==> src/rtl/seq_multiplier.sv <==
// Purpose: multi-cycle shift-add multiplier, per-operand run-time signedness, PW=2*W product.
// Latency: Start accepted at edge t -> done pulse and new dout after edge t+W+1 (W+2 edges).
// Backpressure: Start is ignored while busy (no queueing); dout holds until the next done.
module seq_multiplier #(
  parameter  int W  = 4,
  localparam int PW = 2 * W
) (
  input  logic          clk,
  input  logic          rst,
  input  logic          Start,
  input  logic          sign0,
  input  logic          sign1,
  input  logic [W-1:0]  din0,
  input  logic [W-1:0]  din1,
  output logic          busy,
  output logic          done,
  output logic [PW-1:0] dout
);

  // Counter must reach W-1 for every legal W.
  localparam int CW = $clog2(W + 1);

  typedef enum logic [1:0] {
    IDLE = 2'd0,
    CALC = 2'd1,
    FIN  = 2'd2
  } state_t;

  state_t          state;
  state_t          state_nxt;
  logic [PW-1:0]   mcand;
  logic [W-1:0]    mplier;
  logic [PW-1:0]   acc;
  logic [CW-1:0]   cnt;
  logic            neg;

  logic [W-1:0]    mag0;
  logic [W-1:0]    mag1;
  logic            neg0;
  logic            neg1;

  // Operand magnitudes; the most negative value maps to 2^(W-1), which fits unsigned W bits.
  always_comb begin
    neg0 = sign0 & din0[W-1];
    neg1 = sign1 & din1[W-1];
    mag0 = neg0 ? (~din0 + 1'b1) : din0;
    mag1 = neg1 ? (~din1 + 1'b1) : din1;
  end

  // State register.
  always_ff @(posedge clk or posedge rst) begin
    if (rst) begin
      state <= IDLE;
    end else begin
      state <= state_nxt;
    end
  end

  // Next-state logic: IDLE -> CALC for exactly W edges -> FIN -> IDLE.
  always_comb begin
    state_nxt = state;
    case (state)
      IDLE: if (Start) state_nxt = CALC;
      CALC: if (cnt == CW'(W - 1)) state_nxt = FIN;
      FIN:  state_nxt = IDLE;
      default: state_nxt = IDLE;
    endcase
  end

  assign busy = (state != IDLE);

  // Datapath: latch magnitudes on accept, shift-add in CALC, apply sign and publish in FIN.
  always_ff @(posedge clk or posedge rst) begin
    if (rst) begin
      mcand  <= '0;
      mplier <= '0;
      acc    <= '0;
      cnt    <= '0;
      neg    <= 1'b0;
      dout   <= '0;
      done   <= 1'b0;
    end else begin
      done <= 1'b0;
      case (state)
        IDLE: begin
          if (Start) begin
            mcand  <= {{W{1'b0}}, mag0};
            mplier <= mag1;
            neg    <= neg0 ^ neg1;
            acc    <= '0;
            cnt    <= '0;
          end
        end
        CALC: begin
          if (mplier[0]) begin
            acc <= acc + mcand;
          end
          mcand  <= mcand << 1;
          mplier <= mplier >> 1;
          cnt    <= cnt + 1'b1;
        end
        FIN: begin
          // Negating a zero accumulator yields zero, so no negative zero can appear.
          dout <= neg ? (~acc + 1'b1) : acc;
          done <= 1'b1;
        end
        default: begin
        end
      endcase
    end
  end

endmodule

==> config.mk <==
export PLATFORM = sky130hd
export DESIGN_NAME = seq_multiplier
export DESIGN_NICKNAME = d
export VERILOG_FILES = /design/src/rtl/seq_multiplier.sv
export SDC_FILE = /design/constraint.sdc
export NUM_CORES = 1
export LEC_CHECK = 0
export CORE_MARGIN = 2
export CORE_UTILIZATION = 50
export DETAILED_ROUTE_END_ITERATION = 7
export PLACE_DENSITY = 0.86
export SYNTH_ARGS = -nofsm -noshare
export SYNTH_HDL_FRONTEND = slang
export SYNTH_SLANG_ARGS = --single-unit
==> constraint.sdc <==
create_clock -name clk -period 1.7 [get_ports clk]
set_input_delay 0.51 -clock clk [delete_from_list [all_inputs] [get_ports clk]]
set_output_delay 0.51 -clock clk [all_outputs]
set_load 0.05 [all_outputs]
# [Word level (Yosys, flattened, before mapping)]
# Cells that the tools add are included.
[totals] in_bits=13 register_bits=35
[classes] bitwise_logic=6 eq_ne=6 muxes=16 n_reduce_logical=7 n_addsub=5
[op_table] operator="two-way mux 8 bit" n=4
[op_table] operator="one-hot mux 8 bit (2 select lines)" n=2
[op_table] operator="two-way mux 4 bit" n=3
[op_table] operator="adder 4 x 1 -> 4 bit, second input constant" n=2
[op_table] operator="adder 8 x 1 -> 8 bit, second input constant" n=1
[op_table] operator="adder 8 bit" n=1
[op_table] operator="inverter 4 bit" n=2
[op_table] operator="inverter 8 bit" n=1
[op_table] operator="one-hot mux 4 bit (2 select lines)" n=1
[op_table] operator="!= test 2 bit, second input constant" n=3
[op_table] operator="one-hot mux 3 bit (2 select lines)" n=1
[op_table] operator="AND reduction 2 bit" n=3
[op_table] operator="two-way mux 2 bit" n=2
[op_table] operator="one-hot mux 2 bit (2 select lines)" n=1
[op_table] operator="nonzero test 2 bit" n=2
[op_table] operator="adder 3 x 1 -> 3 bit, second input constant" n=1
[op_table] operator="== test 3 x 2 -> 1 bit, second input constant" n=1
[op_table] operator="two-way mux 3 bit" n=1
[op_table] operator="AND reduction 3 bit" n=1
[op_table] operator="bitwise AND 1 bit" n=2
[op_table] operator="== test 2 x 1 -> 1 bit, second input constant" n=1
[op_table] operator="== test 2 bit, second input constant" n=1
[op_table] operator="logical NOT 2 bit" n=1
[op_table] operator="two-way mux 1 bit" n=1
[op_table] operator="XOR 1 bit" n=1

# [Depth between registers and ports, before layout]
[logic_depth] depth_word=5 mapped_depth=7 mapped_depth_nobuf=7

# [Worst setup path after synthesis]
# No wires, ideal clock.
[synth_timing] kind="register to register" start="reg acc[2]" end="reg acc[7]" t_arrival_ns=1.772 path_buffers=0 path_stages_with_launch=7 setup_slack_ns=-0.152 setup_time_ns=0.079 synth_period_minus_slack_ns=1.852 required_time_ns=1.621 cell_sequence="dfrtp_1 ha_1 o21ai_0 nor3_1 or4_1 nand3_1 mux2i_1"
[synth_between] elab_chain_len=3
[synth_lines] element="start, declared" line_no="33" source="logic [PW-1:0] acc;"
[synth_lines] element="start signal, assigned" line_no="96" source="acc <= acc + mcand;"
[synth_lines] element="adder 8 bit" line_no="96"
[synth_lines] element="two-way mux 8 bit" line_no="95" source="if (mplier[0]) begin"
[synth_lines] element="one-hot mux 8 bit (2 select lines)" line_no="84" source="case (state)"
# No other way between the ends. The select of a mux whose other input is x is not followed.
# A chain may end at the register's enable or synchronous reset.

# [Worst setup path after layout]
[layout_timing] start="reg acc[0]" end="reg dout[7]"
[layout_between] elab_chain_len=3
[layout_lines] element="inverter 8 bit" line_no="104" source="dout <= neg ? (~acc + 1'b1) : acc;"
[layout_lines] element="adder 8 x 1 -> 8 bit" line_no="104"
[layout_lines] element="two-way mux 8 bit" line_no="104"
[layout_lines] element="end signal, assigned" line_no="104"
[layout_lines] element="end, declared" line_no="17" source="output logic [PW-1:0] dout"
# No other way between the ends.

==> impl_metrics.env <==
export IMPL_outcome="complete, but fails checks"
export IMPL_violations="negative setup slack"
export IMPL_crit_arrival_ns=1.95
export IMPL_routed_wl_mm=5.03
export IMPL_drt_pass1_iter_count=4
export IMPL_crit_fanout=3
export IMPL_max_slew_worst_pin_slew_ns=0.577
export IMPL_critPathBufInv=1
export IMPL_whs_endpoint="mplier[2]"
export IMPL_r2r_slack_ns=-0.1
export IMPL_final_hold_viol_count=0
export IMPL_fillers=227
export IMPL_critical_path_top_delay_family="simple AND/OR/NAND/NOR gates"
export IMPL_leakage_nw=1.37
export IMPL_root_buffer="clkbuf_8"
export IMPL_clock_sinks=35
export IMPL_slowest_delay_ns=0.42
export IMPL_critPathRequiredTime_ns=1.85
export IMPL_fmax_ghz=0.557
export IMPL_worst_r2r_endpoint="dout[7]"
export IMPL_path_clk_slew_ns=0.07
export IMPL_grt_overflow=0
export IMPL_finalSetupViolations=4
export IMPL_layout_commonest_cell="buf_4"
export IMPL_cts_buffer_depth=2
export IMPL_min_period_ns=1.80
export IMPL_yosysWarnings=0
export IMPL_hold_class="flop to flop"
export IMPL_slew_headroom_pct=61.5
export IMPL_htree_levels=2
export IMPL_cts_tree="done"
export IMPL_cts_hold_repair_buffers=0
export IMPL_rsz0062_at_grt="yes"
export IMPL_drv_cap=0
export IMPL_end_kind="flop"
export IMPL_grt_pass1_vias=1835
export IMPL_place_hpwl_mm=3.42
export IMPL_finalWorstSetupSlack_ns=-0.0969
export IMPL_yosys_top_cells_area="dfrtp_1 (45%), ha_1 (7.6%), o21ai_0 (6.1%)"
export IMPL_slew_violations=0
export IMPL_drive_gt1_share_pct=29.7
export IMPL_synth_seq_cells=35
export IMPL_synth_top_area_share_pct=44.6
export IMPL_core_um2=3720
export IMPL_crit_chain="buf_6 -> or3_4 -> or3_4 -> o31ai_4 -> xor2_1 -> o21ai_1"
export IMPL_final_cell_mix="buf_4 (43), dfrtp_1 (33), nand2_1 (30)"
export IMPL_period_share_pct=106
export IMPL_final_util_pct=77.2
export IMPL_syn_nets=231
export IMPL_hold_depth=2
export IMPL_reg2reg_depth=6
export IMPL_avgSynthCellArea_um2=9.58
export IMPL_die_x_um=66.7
export IMPL_antenna_found_initial=0
export IMPL_fin_skew_ns=0.00687
export IMPL_synth_async_reset_ratio_pct=100
export IMPL_min_delay_start="mplier[2]"
export IMPL_crit_top_cell="or3_4"
export IMPL_drc=0
export IMPL_post_drt_wl_per_cell_um=15.5
export IMPL_start_util_pct=52.9
export IMPL_vdd_drop_max_v=0.00138
export IMPL_dieArea_um2=4450
export IMPL_synth_top_cell_by_area="dfrtp_1"
export IMPL_antenna_left=0
export IMPL_numCtsBuffers=5
export IMPL_via_count=1759
export IMPL_grt_max_degree=36
export IMPL_startpoint_type="flop"
export IMPL_n_antenna_cell=0
export IMPL_pre_cts_slack_ns=-0.279
export IMPL_nets=301
export IMPL_critPathSlowestCell="dfrtp_1"
export IMPL_power_w=0.00523
export IMPL_num_rows=22
export IMPL_ys_flop_type="dfrtp_1"
export IMPL_timing_rr_start="acc[0]"
export IMPL_clock_latency_ns=0.30
export IMPL_yosysSeqAreaShare_pct=44.6
export IMPL_netlist_instances=205
export IMPL_first_iter_violations=116
export IMPL_syn_to_final_growth_pct=46.0
export IMPL_synth_edf_count=0
export IMPL_port_buffers=22
export IMPL_setup_tns_ns=-0.315
export IMPL_synth_cell_type_count=40
export IMPL_grt_pass1_wl_mm=8.31
export IMPL_grt_total_usage_pct=25.2
export IMPL_synthesis_area_um2=1960
export IMPL_dieHeight_um=66.7
export IMPL_routed_via_density=5.43
export IMPL_p_per_area_nw_per_um2=1820
export IMPL_io_pins=23
export IMPL_finalHoldWorstSlack_ns=0.504
export IMPL_gp_congestion=0.819
export IMPL_worstSetupPathType="flop to flop"
## power by group
group          switching, W  internal (W)  leakage [nW]
clock              0.000303      0.000370        0.0515
sequential         0.000335       0.00117         0.454
combinational       0.00150       0.00155         0.864
## Yosys cell counts (all sizes together) (2+ instances only)
library cell / number
a211oi: 4
a21o: 2
a21oi: 7
a22o: 7
a22oi: 2
buf: 2
clkbuf: 5
dfrtp: 35
ha: 12
inv: 11
mux2i: 2
nand2: 31
nand2b: 5
nand3: 6
nand3b: 2
nor2: 6
nor2b: 6
nor3b: 3
o21ai: 25
o21bai: 3
o31ai: 4
or3: 2
xnor2: 5
xor2: 7
## tightest hold or removal path: stages, from the launching register on
cell and delay (ns):
dfrtp_1 0.35, nand2_1 0.05, o21ai_0 0.07
## area by class of cell
| cell class | instances | area, um2 | area share, % |
|---|---|---|---|
| multi-input cells | 152 | 1080 | 37.8 |
| flip-flops and latches | 35 | 878 | 30.6 |
| repair buffers | 70 | 703 | 24.5 |
| clock buffers | 8 | 100 | 3.49 |
| well taps | 48 | 60.1 | 2.09 |
| inverters | 11 | 41.3 | 1.44 |
## what timing repair did
item / 4_1_cts / 5_1_grt
endpoints found under the hold margin: 0 / 0
buffers inserted: 5 / 5
pin swaps: 4 / 7
gates resized for setup: 12 / 11
endpoints found under the setup margin: 6 / 22
## cells by family (layout without fill, tap and decap cells)
family	Yosys count	after routing	share of synthesized area, %
DFF	35	35	44.6
buffers and inverters	18	89	3.57
muxes	2	2	1.02
adders and majority gates	13	13	8.66
xor gates and xnor gates	12	12	5.35
AOI/OAI and AO/OA	57	57	19.3
and+or+nand+nor	68	68	17.5
## metrics by stage
step | instance area (um2) | instances
after floorplan | 1970 | 205
after global placement | 2610 | 306
after detailed placement | 2610 | 306
after CTS | 2790 | 319
after global routing | 2870 | 324
final | 2870 | 324
## worst max-delay path by stage
| stage | cells past startpoint | slack [ns] | to | startpoint |
|---|---|---|---|---|
| CTS | 6 | -0.09 | dout[7] | acc[0] |
| detailed placement | 4 | -0.28 | mcand[2] | Start |
| global route | 6 | -0.18 | acc[7] | acc[1] |
| floorplan | 6 | -0.08 | acc[7] | acc[1] |
| global placement | 3 | -0.23 | mcand[7] | Start |
| finish | 6 | -0.1 | dout[7] | acc[0] |
## layer usage
metal | wire length, um | vias up | track usage, %
li1 | - | 855 | -
met1 | 2160 | 855 | 29.6
met2 | 2620 | 38 | 45.5
met3 | 159 | 11 | 4.22
met4 | 84 | 0 | 9.95
met5 | 0 | - | 0
## flip-flops by register name, summed over array words and instances (netlist names)
signal  cells
acc         8
dout        8
mcand       8
mplier      4
cnt         3
state       2
done        1
neg         1
Power figures use the tool's default switching activity.
